## src/rtl/dma_multichannel.sv

```systemverilog
// N-channel byte-copy DMA between a CPU page and a fixed device register; channel 0 can alias the $4014 OAM DMA.
// Stall rises the cycle after the trigger write; a transfer of len bytes holds the CPU 2*len+1 cycles (+1 on odd start).
module dma_multichannel #(
  parameter int          CHANNELS  = 2,
  parameter logic [15:0] CTRL_BASE = 16'h4020,
  parameter bit          LEGACY_EN = 1'b1,
  parameter bit          ODD_ALIGN = 1'b1
) (
  input  logic                clk,
  input  logic                rst_n,
  input  logic [15:0]         address_in,
  input  logic                cpu_write,
  input  logic [7:0]          data_in,
  output logic [15:0]         address_out,
  output logic [7:0]          data_out,
  output logic                data_oe,
  output logic                mem_rd,
  output logic                dev_wr,
  output logic                cpu_stall,
  output logic [CHANNELS-1:0] busy,
  output logic [CHANNELS-1:0] done
);

  localparam int          CW          = (CHANNELS > 1) ? $clog2(CHANNELS) : 1;
  localparam logic [15:0] LEGACY_ADDR = 16'h4014;
  localparam logic [15:0] LEGACY_DEST = 16'h2004;

  typedef enum logic [2:0] {
    S_IDLE,
    S_ALIGN,
    S_ALIGN2,
    S_READ,
    S_WRITE
  } state_t;

  state_t state;

  logic [7:0] dest_lo  [CHANNELS];
  logic [7:0] dest_hi  [CHANNELS];
  logic [7:0] len      [CHANNELS];
  logic [7:0] src_page [CHANNELS];

  logic [CHANNELS-1:0] pending;
  logic [CHANNELS-1:0] pending_nxt;
  logic [CHANNELS-1:0] reg_hit;
  logic [CHANNELS-1:0] trig;
  logic [CHANNELS-1:0] req;
  logic [CHANNELS-1:0] sel_oh;
  logic [CW-1:0]       sel;
  logic [CW-1:0]       cur;
  logic                start;
  logic                legacy_hit;
  logic [15:0]         off;
  logic                parity;
  logic                odd_start;
  logic [7:0]          idx;
  logic [7:0]          last_idx;
  logic [15:0]         cur_dest;
  logic [15:0]         dma_addr;

  // Register window decode; a channel that is currently running ignores all of its register writes.
  always_comb begin
    off        = address_in - CTRL_BASE;
    legacy_hit = LEGACY_EN && cpu_write && (address_in == LEGACY_ADDR) && !busy[0];
    reg_hit    = '0;
    trig       = '0;
    for (int k = 0; k < CHANNELS; k++) begin
      reg_hit[k] = cpu_write && (off[15:2] == 14'(k)) && !busy[k];
      trig[k]    = reg_hit[k] && (off[1:0] == 2'd3);
    end
    if (legacy_hit) trig[0] = 1'b1;
  end

  // A trigger arriving while idle is arbitrated in the same cycle, so the write cycle doubles as the decision cycle.
  always_comb begin
    req    = pending | trig;
    sel    = '0;
    sel_oh = '0;
    for (int k = CHANNELS - 1; k >= 0; k--) begin
      if (req[k]) begin
        sel       = CW'(k);
        sel_oh    = '0;
        sel_oh[k] = 1'b1;
      end
    end
    start       = (state == S_IDLE) && (|req);
    pending_nxt = start ? (req & ~sel_oh) : req;
  end

  assign last_idx    = len[cur] - 8'd1;
  assign cur_dest    = {dest_hi[cur], dest_lo[cur]};
  assign address_out = (mem_rd || dev_wr) ? dma_addr : address_in;

  always_ff @(posedge clk or negedge rst_n) begin
    if (!rst_n) begin
      for (int k = 0; k < CHANNELS; k++) begin
        dest_lo[k]  <= '0;
        dest_hi[k]  <= '0;
        len[k]      <= '0;
        src_page[k] <= '0;
      end
    end else begin
      if (legacy_hit) begin
        dest_lo[0]  <= LEGACY_DEST[7:0];
        dest_hi[0]  <= LEGACY_DEST[15:8];
        len[0]      <= 8'd0;
        src_page[0] <= data_in;
      end
      for (int k = 0; k < CHANNELS; k++) begin
        if (reg_hit[k]) begin
          case (off[1:0])
            2'd0:    dest_lo[k]  <= data_in;
            2'd1:    dest_hi[k]  <= data_in;
            2'd2:    len[k]      <= data_in;
            default: src_page[k] <= data_in;
          endcase
        end
      end
    end
  end

  always_ff @(posedge clk or negedge rst_n) begin
    if (!rst_n) begin
      state     <= S_IDLE;
      pending   <= '0;
      parity    <= 1'b0;
      odd_start <= 1'b0;
      cur       <= '0;
      idx       <= '0;
      dma_addr  <= '0;
      data_out  <= '0;
      data_oe   <= 1'b0;
      mem_rd    <= 1'b0;
      dev_wr    <= 1'b0;
      cpu_stall <= 1'b0;
      busy      <= '0;
      done      <= '0;
    end else begin
      parity  <= ~parity;
      pending <= pending_nxt;
      done    <= '0;
      case (state)
        S_IDLE: begin
          if (start) begin
            state     <= S_ALIGN;
            cur       <= sel;
            busy      <= sel_oh;
            idx       <= 8'd0;
            odd_start <= parity;
            cpu_stall <= 1'b1;
          end else begin
            cpu_stall <= 1'b0;
          end
        end
        S_ALIGN: begin
          if (ODD_ALIGN && odd_start) begin
            state <= S_ALIGN2;
          end else begin
            state    <= S_READ;
            mem_rd   <= 1'b1;
            dma_addr <= {src_page[cur], idx};
          end
        end
        S_ALIGN2: begin
          state    <= S_READ;
          mem_rd   <= 1'b1;
          dma_addr <= {src_page[cur], idx};
        end
        S_READ: begin
          state    <= S_WRITE;
          mem_rd   <= 1'b0;
          dev_wr   <= 1'b1;
          data_oe  <= 1'b1;
          data_out <= data_in;
          dma_addr <= cur_dest;
        end
        S_WRITE: begin
          dev_wr   <= 1'b0;
          data_oe  <= 1'b0;
          data_out <= '0;
          if (idx == last_idx) begin
            state     <= S_IDLE;
            busy      <= '0;
            done      <= busy;
            // Keep the CPU held through the decision cycle when another channel is already queued.
            cpu_stall <= |pending_nxt;
          end else begin
            state    <= S_READ;
            idx      <= idx + 8'd1;
            mem_rd   <= 1'b1;
            dma_addr <= {src_page[cur], idx + 8'd1};
          end
        end
        default: state <= S_IDLE;
      endcase
    end
  end

endmodule
```

## config.mk

```make
export PLATFORM = sky130hd
export DESIGN_NAME = dma_multichannel
export DESIGN_NICKNAME = d
export VERILOG_FILES = /design/src/rtl/dma_multichannel.sv
export SDC_FILE = /design/constraint.sdc
export NUM_CORES = 1
export LEC_CHECK = 0
export ABC_AREA = 1
export BUFFER_PORTS_ARGS = -buffer_cell sky130_fd_sc_hd__buf_2
export CORE_AREA = 3 3 106 108
export CTS_CLUSTER_SIZE = 24
export DETAILED_ROUTE_END_ITERATION = 6
export DIE_AREA = 0 0 109 111
export PLACE_DENSITY = 0.81
export SYNTH_ARGS = -nofsm -noshare
export SYNTH_HDL_FRONTEND = slang
export SYNTH_SLANG_ARGS = --single-unit
```

## constraint.sdc

```tcl
create_clock -name clk -period 2.7 [get_ports clk]
set_input_delay 0.54 -clock clk [delete_from_list [all_inputs] [get_ports clk]]
set_output_delay 0.54 -clock clk [all_outputs]
set_load 0.02 [all_outputs]
```

==> out/qor.txt, run 1 <==
Core area = 10,300 um^2
Post-synthesis cell count = 754
Residual DRC count = 0
Post-synth ARST share = 1.00
Yosys top cell by area = dfrtp_1
Layout area overhead = 12.5%
Die Area = 12,100 um^2
DPL Wire Length = 11,100 um
Final-report setup violation count = 0
Dpl ws = 0.146 ns
Syn Std Cell Area = 5710 um^2
I/O Buffers = 58
Post-synth EDFFs = 0
Remaining antenna violation count = 0
Status = finished clean
Maximum operating frequency = 399 MHz
CP Launch Type = flip-flop
Global route total overflow = 0
Routed wire length = 15,600 um
Period utilisation layout = 0.929
Clock Path Buffers = 2
Crit path max fanout = 23
Most frequent cell after synthesis = nand2_1
Post-route clock skew = 0.0172 ns
Tot GR Track Use = 0.267
Flop2flop setup slack = 0.24 ns
TritonCTS clock tree = yes
Finished Layout Cells = 957
P per Cell Area = 440 nW/um^2
CP required = 2.16 ns
Worst Path Class, Setup = flip-flop to output port
Setup WS post-layout = 0.191 ns
Top cells by count, synth = 248 x nand2_1, 111 x dfrtp_1, 94 x o21ai_0
Slew headroom = 0.450
Worst Setup SP = dev_wr
Layout cells sized above 1 = 0.150
Tmin final = 2.51 ns
Synth Register Bits = 111
Main synth FF type = dfrtp_1
Initial DRC count = 578
R2R depth = 12
Worst-Skew Late Latency = 0.39 ns
MaxCap Viol Count = 0
Slew Limit Fails = 0
Detailed-route vias per instance = 5.66
Design area = 6420 um^2
Syn Area/Cell = 7.57 um^2
Unique cell type count in the Yosys netlist = 33
Syn Nets = 784
First-pass iteration count of the detailed router = 7
Die Y = 111 um
FF-to-FF End = dma_addr[7]
Reg2reg start = cur
Sequential area share after synthesis = 0.486
Pleak = 3.18 nW
Starting density of the core = 0.553
Hold Crit Class = input pin to asynchronous set/reset pin
Initial antenna violation count = 0
Placer Congestion = 0.939
CTS Root Buffer Type = clkbuf_8
Dpl cells = 938
Vias in the first global route = 5,255
Placed cell area = 6180 um^2
Warning count from the yosys run = 0
Die width = 109 um
Largest net degree at the start of global routing = 46
First-pass GRT wire length = 25,600 um
ANT cells = 0
Top cells by area, synth = dfrtp_1 49%, nand2_1 16%, o21ai_0 8.2%
Slew @ Worst Pin = 0.824 ns
FP Rows = 37
Post-route setup TNS = 0 ns
Filler Cell Count = 881
Clk pin slew, worst setup/hold paths = 0.12 ns
H-tree depth = 3
Post-synth top area share = 0.486
Critical Path AT = 1.97 ns
Fin. Hold Viols = 0
I/O pin total = 59
CTS sink count = 111
Peak supply drop = 0.295 mV
Crit end category = output port
Vias after detailed routing = 5,416
CTS Buf Count = 9
Wirelength per Cell = 16.3 um
Nets = 846
CP Capture Point = address_out[12]
-- area by class of cell --
cell class / instances / area (um^2) / area share
clock buffer: 9 / 124 / 0.0193
clock inverter: 7 / 82.6 / 0.0129
inverter: 78 / 293 / 0.0456
multi-input combinational: 538 / 2520 / 0.392
sequential: 111 / 2780 / 0.433
tap: 136 / 170 / 0.0265
timing repair buffer: 78 / 455 / 0.0709
-- repair_timing --
| action | in CTS | in global routing |
|---|---|---|
| setup endpoints to repair | 0 | 19 |
| buffers inserted | 0 | 2 |
| hold buffers | 0 | 0 |
| gates resized for setup | 0 | 4 |
-- sequential cells by signal (all words and copies together), names as in the netlist --
name       flops
parity         1
cpu_stall      1
dest_lo       16
done           2
cur            1
dev_wr         1
dest_hi       16
src_page      16
mem_rd         1
len           16
dma_addr      16
data_out       8
idx            8
pending        2
busy           2
odd_start      1
state          3
-- how the worst min path moves through the flow --
stage                      start      end  slack, ns  cells past startpoint
after global routing       rst_n   len[9]       0.17                      1
after global placement    parity   parity       0.39                      1
after CTS                  rst_n   len[1]       0.16                      1
final                      rst_n  len[14]       0.15                      1
after detailed placement  parity   parity       0.39                      1
after floorplan            rst_n  busy[0]       0.24                      0
-- power breakdown --
part | internal [mW] | switching, mW | total, mW
logic | 0.0314 | 0.0947 | 0.126
registers | 1.66 | 0.00113 | 1.67
clock network | 0.376 | 0.662 | 1.04
total | 2.07 | 0.758 | 2.83
-- routing by layer --
layer / GRT usage / routed length (um) / part of all wire
met5: 0 / 0 / 0
met4: 0.0892 / 383 / 0.024
met3: 0.0629 / 1410 / 0.090
met2: 0.422 / 7340 / 0.47
met1: 0.361 / 6500 / 0.42
-- per-stage QoR --
stage / hold WS [ns] / total power [mW] / utilization
2_1_floorplan: 0.244 / 1.73 / -
3_3_place_gp: 0.391 / 1.82 / 0.598
3_5_place_dp: 0.393 / 1.82 / 0.598
4_1_cts: 0.161 / 2.84 / 0.618
5_1_grt: 0.168 / 2.92 / 0.622
6_report: 0.147 / 2.83 / 0.622
-- worst max-delay path, cell delays in order, from the launching register on --
cell and delay (ns):
dfrtp_1 0.45, nor2_1 0.38, buf_12 0.22, mux2_2 0.36, buf_2 0.16
-- logic make-up after synthesis --
logic type / synth area share
AOI/OAI and AO/OA: 0.128
xor gates and xnor gates: 0.00460
adders and majority gates: 0.00657
buffers and inverters: 0.0765
DFF: 0.486
muxes: 0.0118
and+or+nand+nor: 0.286
-- cells in the final DEF (no fill, tap or decap), types with 6 or more instances in the layout --
cell type,synthesis,final
dfrtp_1,111,110
o21ai_0,94,94
mux2_2,6,6
inv_1,74,74
nor2_2,5,6
o21ai_1,17,17
clkbuf_8,0,9
nand3_1,37,37
buf_4,2,20
nand2_1,248,247
nor2_1,56,55
nor3_1,11,11
buf_2,1,57
a21oi_1,18,18
nand4_1,15,15
Note: power is estimated with default switching activity, not from simulation.
==> run 2: changes to the inputs <==
CORE_AREA = 5 5 108 110   (was 3 3 106 108)
DIE_AREA = 0 0 113 115   (was 0 0 109 111)
GPL_TIMING_DRIVEN = 0   (was not set)
PLACE_DENSITY = 0.75   (was 0.81)
==> out/qor.txt, run 2 (synthesis gave the netlist of run 1 again) <==
Status = finished clean
Peak supply drop = 0.282 mV
Buffers and inverters on the worst path = 1
P per Cell Area = 464 nW/um^2
MaxCap Viol Count = 0
Critical Path AT = 2.81 ns
Switching power = 670 uW
CP Launch Type = flip-flop
Vias after detailed routing = 5,368
Post-route setup TNS = 0 ns
Slew headroom = 0.446
Slowest cell delay on critical path = 0.73 ns
Hold Crit Class = input pin to asynchronous set/reset pin
Die width = 113 um
Hold Slack = 0.197 ns
Tmin final = 2.54 ns
FF-to-FF End = dma_addr[6]
Placer Congestion = 0.937
Crit end category = flip-flop
Residual DRC count = 0
Overall power = 3.01 mW
CTS Root Buffer Type = clkbuf_8
CTS hold repair buffers = 0
Worst Path Class, Setup = flip-flop to flip-flop
First-pass iteration count of the detailed router = 6
CP required = 2.97 ns
Slew @ Worst Pin = 0.827 ns
Initial DRC count = 633
Die Area = 13,000 um^2
Layout area overhead = 13.7%
Critical-path cell list = nor3_2, nor2_1, clkbuf_1, a211oi_1, o21ai_1
Routed wire length = 15,700 um
Pleak = 3.19 nW
Layout cells sized above 1 = 0.136
Initial antenna violation count = 0
Final-report setup violation count = 0
Detailed-route vias per instance = 5.52
Global route total overflow = 0
Wirelength per Cell = 16.1 um
Switching share of power = 0.222
Reg2reg start = state[2]
Vias in the first global route = 5,169
CTS sink count = 111
Top delay family on crit path = simple AND/OR/NAND/NOR gates
I/O pin total = 59
Maximum operating frequency = 394 MHz
Remaining antenna violation count = 0
Setup WS post-layout = 0.162 ns
DPL Wire Length = 11,800 um
Starting density of the core = 0.539
TritonCTS clock tree = yes
Fin. Hold Viols = 0
H-tree depth = 3
Flop2flop setup slack = 0.16 ns
RSZ-0062 raised after global routing = no
Slew Limit Fails = 0
Core area = 10,600 um^2
Design area = 6490 um^2
Post-route clock skew = 0.0195 ns
Most common cell after layout, fill and taps aside = nand2_1
CTS Buf Count = 9
Finished Layout Cells = 972
R2R depth = 5
Clk pin slew, worst setup/hold paths = 0.11 ns
Worst-Skew Late Latency = 0.38 ns
FP Rows = 38
Period utilisation layout = 0.940
ANT cells = 0
Clock share of power = 0.405
Dpl ws = -0.168 ns
Logic pwr share = 0.042
Slowest-stage cell, CP = nor3_2
First-pass GRT wire length = 25,400 um
P_int = 2.34 mW
Reg power frac = 0.552
Tot GR Track Use = 0.247
Final Util = 0.612
Dpl cells = 953
Clock Path Buffers = 2
I/O Buffers = 58
Crit path max fanout = 10
Nets = 857
Largest net degree at the start of global routing = 60
Commonest non-fill, non-tap cells in the layout = 247 x nand2_1, 111 x dfrtp_1, 94 x o21ai_0
Die Y = 115 um
Placed cell area = 6210 um^2
-- run 2: layer usage --
metal	GRT usage	routed length, um
met5	0	0
met4	0.0905	385
met3	0.0305	997
met2	0.405	7330
met1	0.342	6960
-- run 2: repair_timing --
item | 4_1_cts | 5_1_grt
gates resized for setup | 1 | 4
pin swaps | 0 | 1
endpoints found under the setup margin | 2 | 21
endpoints found under the hold margin | 0 | 0
setup buffers | 0 | 3
-- run 2: worst max path at each step --
stage,startpoint,end,depth (start not counted)
floorplan,cur,mem_rd,17
global placement,rst_n,src_page[3],1
detailed placement,address_in[5],idx[7],14
CTS,dev_wr,address_out[1],5
global route,cur,busy[1],18
finish,state[2],dma_addr[6],5
-- run 2: power groups by stage --
stage | Clock (mW) | Combinational [mW] | Sequential, mW
after detailed placement | 0 | 0.128 | 1.70
after CTS | 1.23 | 0.128 | 1.66
final | 1.22 | 0.128 | 1.66
after floorplan | 0 | 0.0358 | 1.70
after global routing | 1.30 | 0.143 | 1.67
after global placement | 0 | 0.118 | 1.70
-- run 2: area by class of cell --
type	count	area (um^2)
fillers	934	4110
flip-flops and latches	111	2780
multi-input cells	537	2510
repair buffers	62	343
inverters	78	293
well taps	140	175
plain buffers	28	145
clock buffers	10	138
clock inverters	6	115
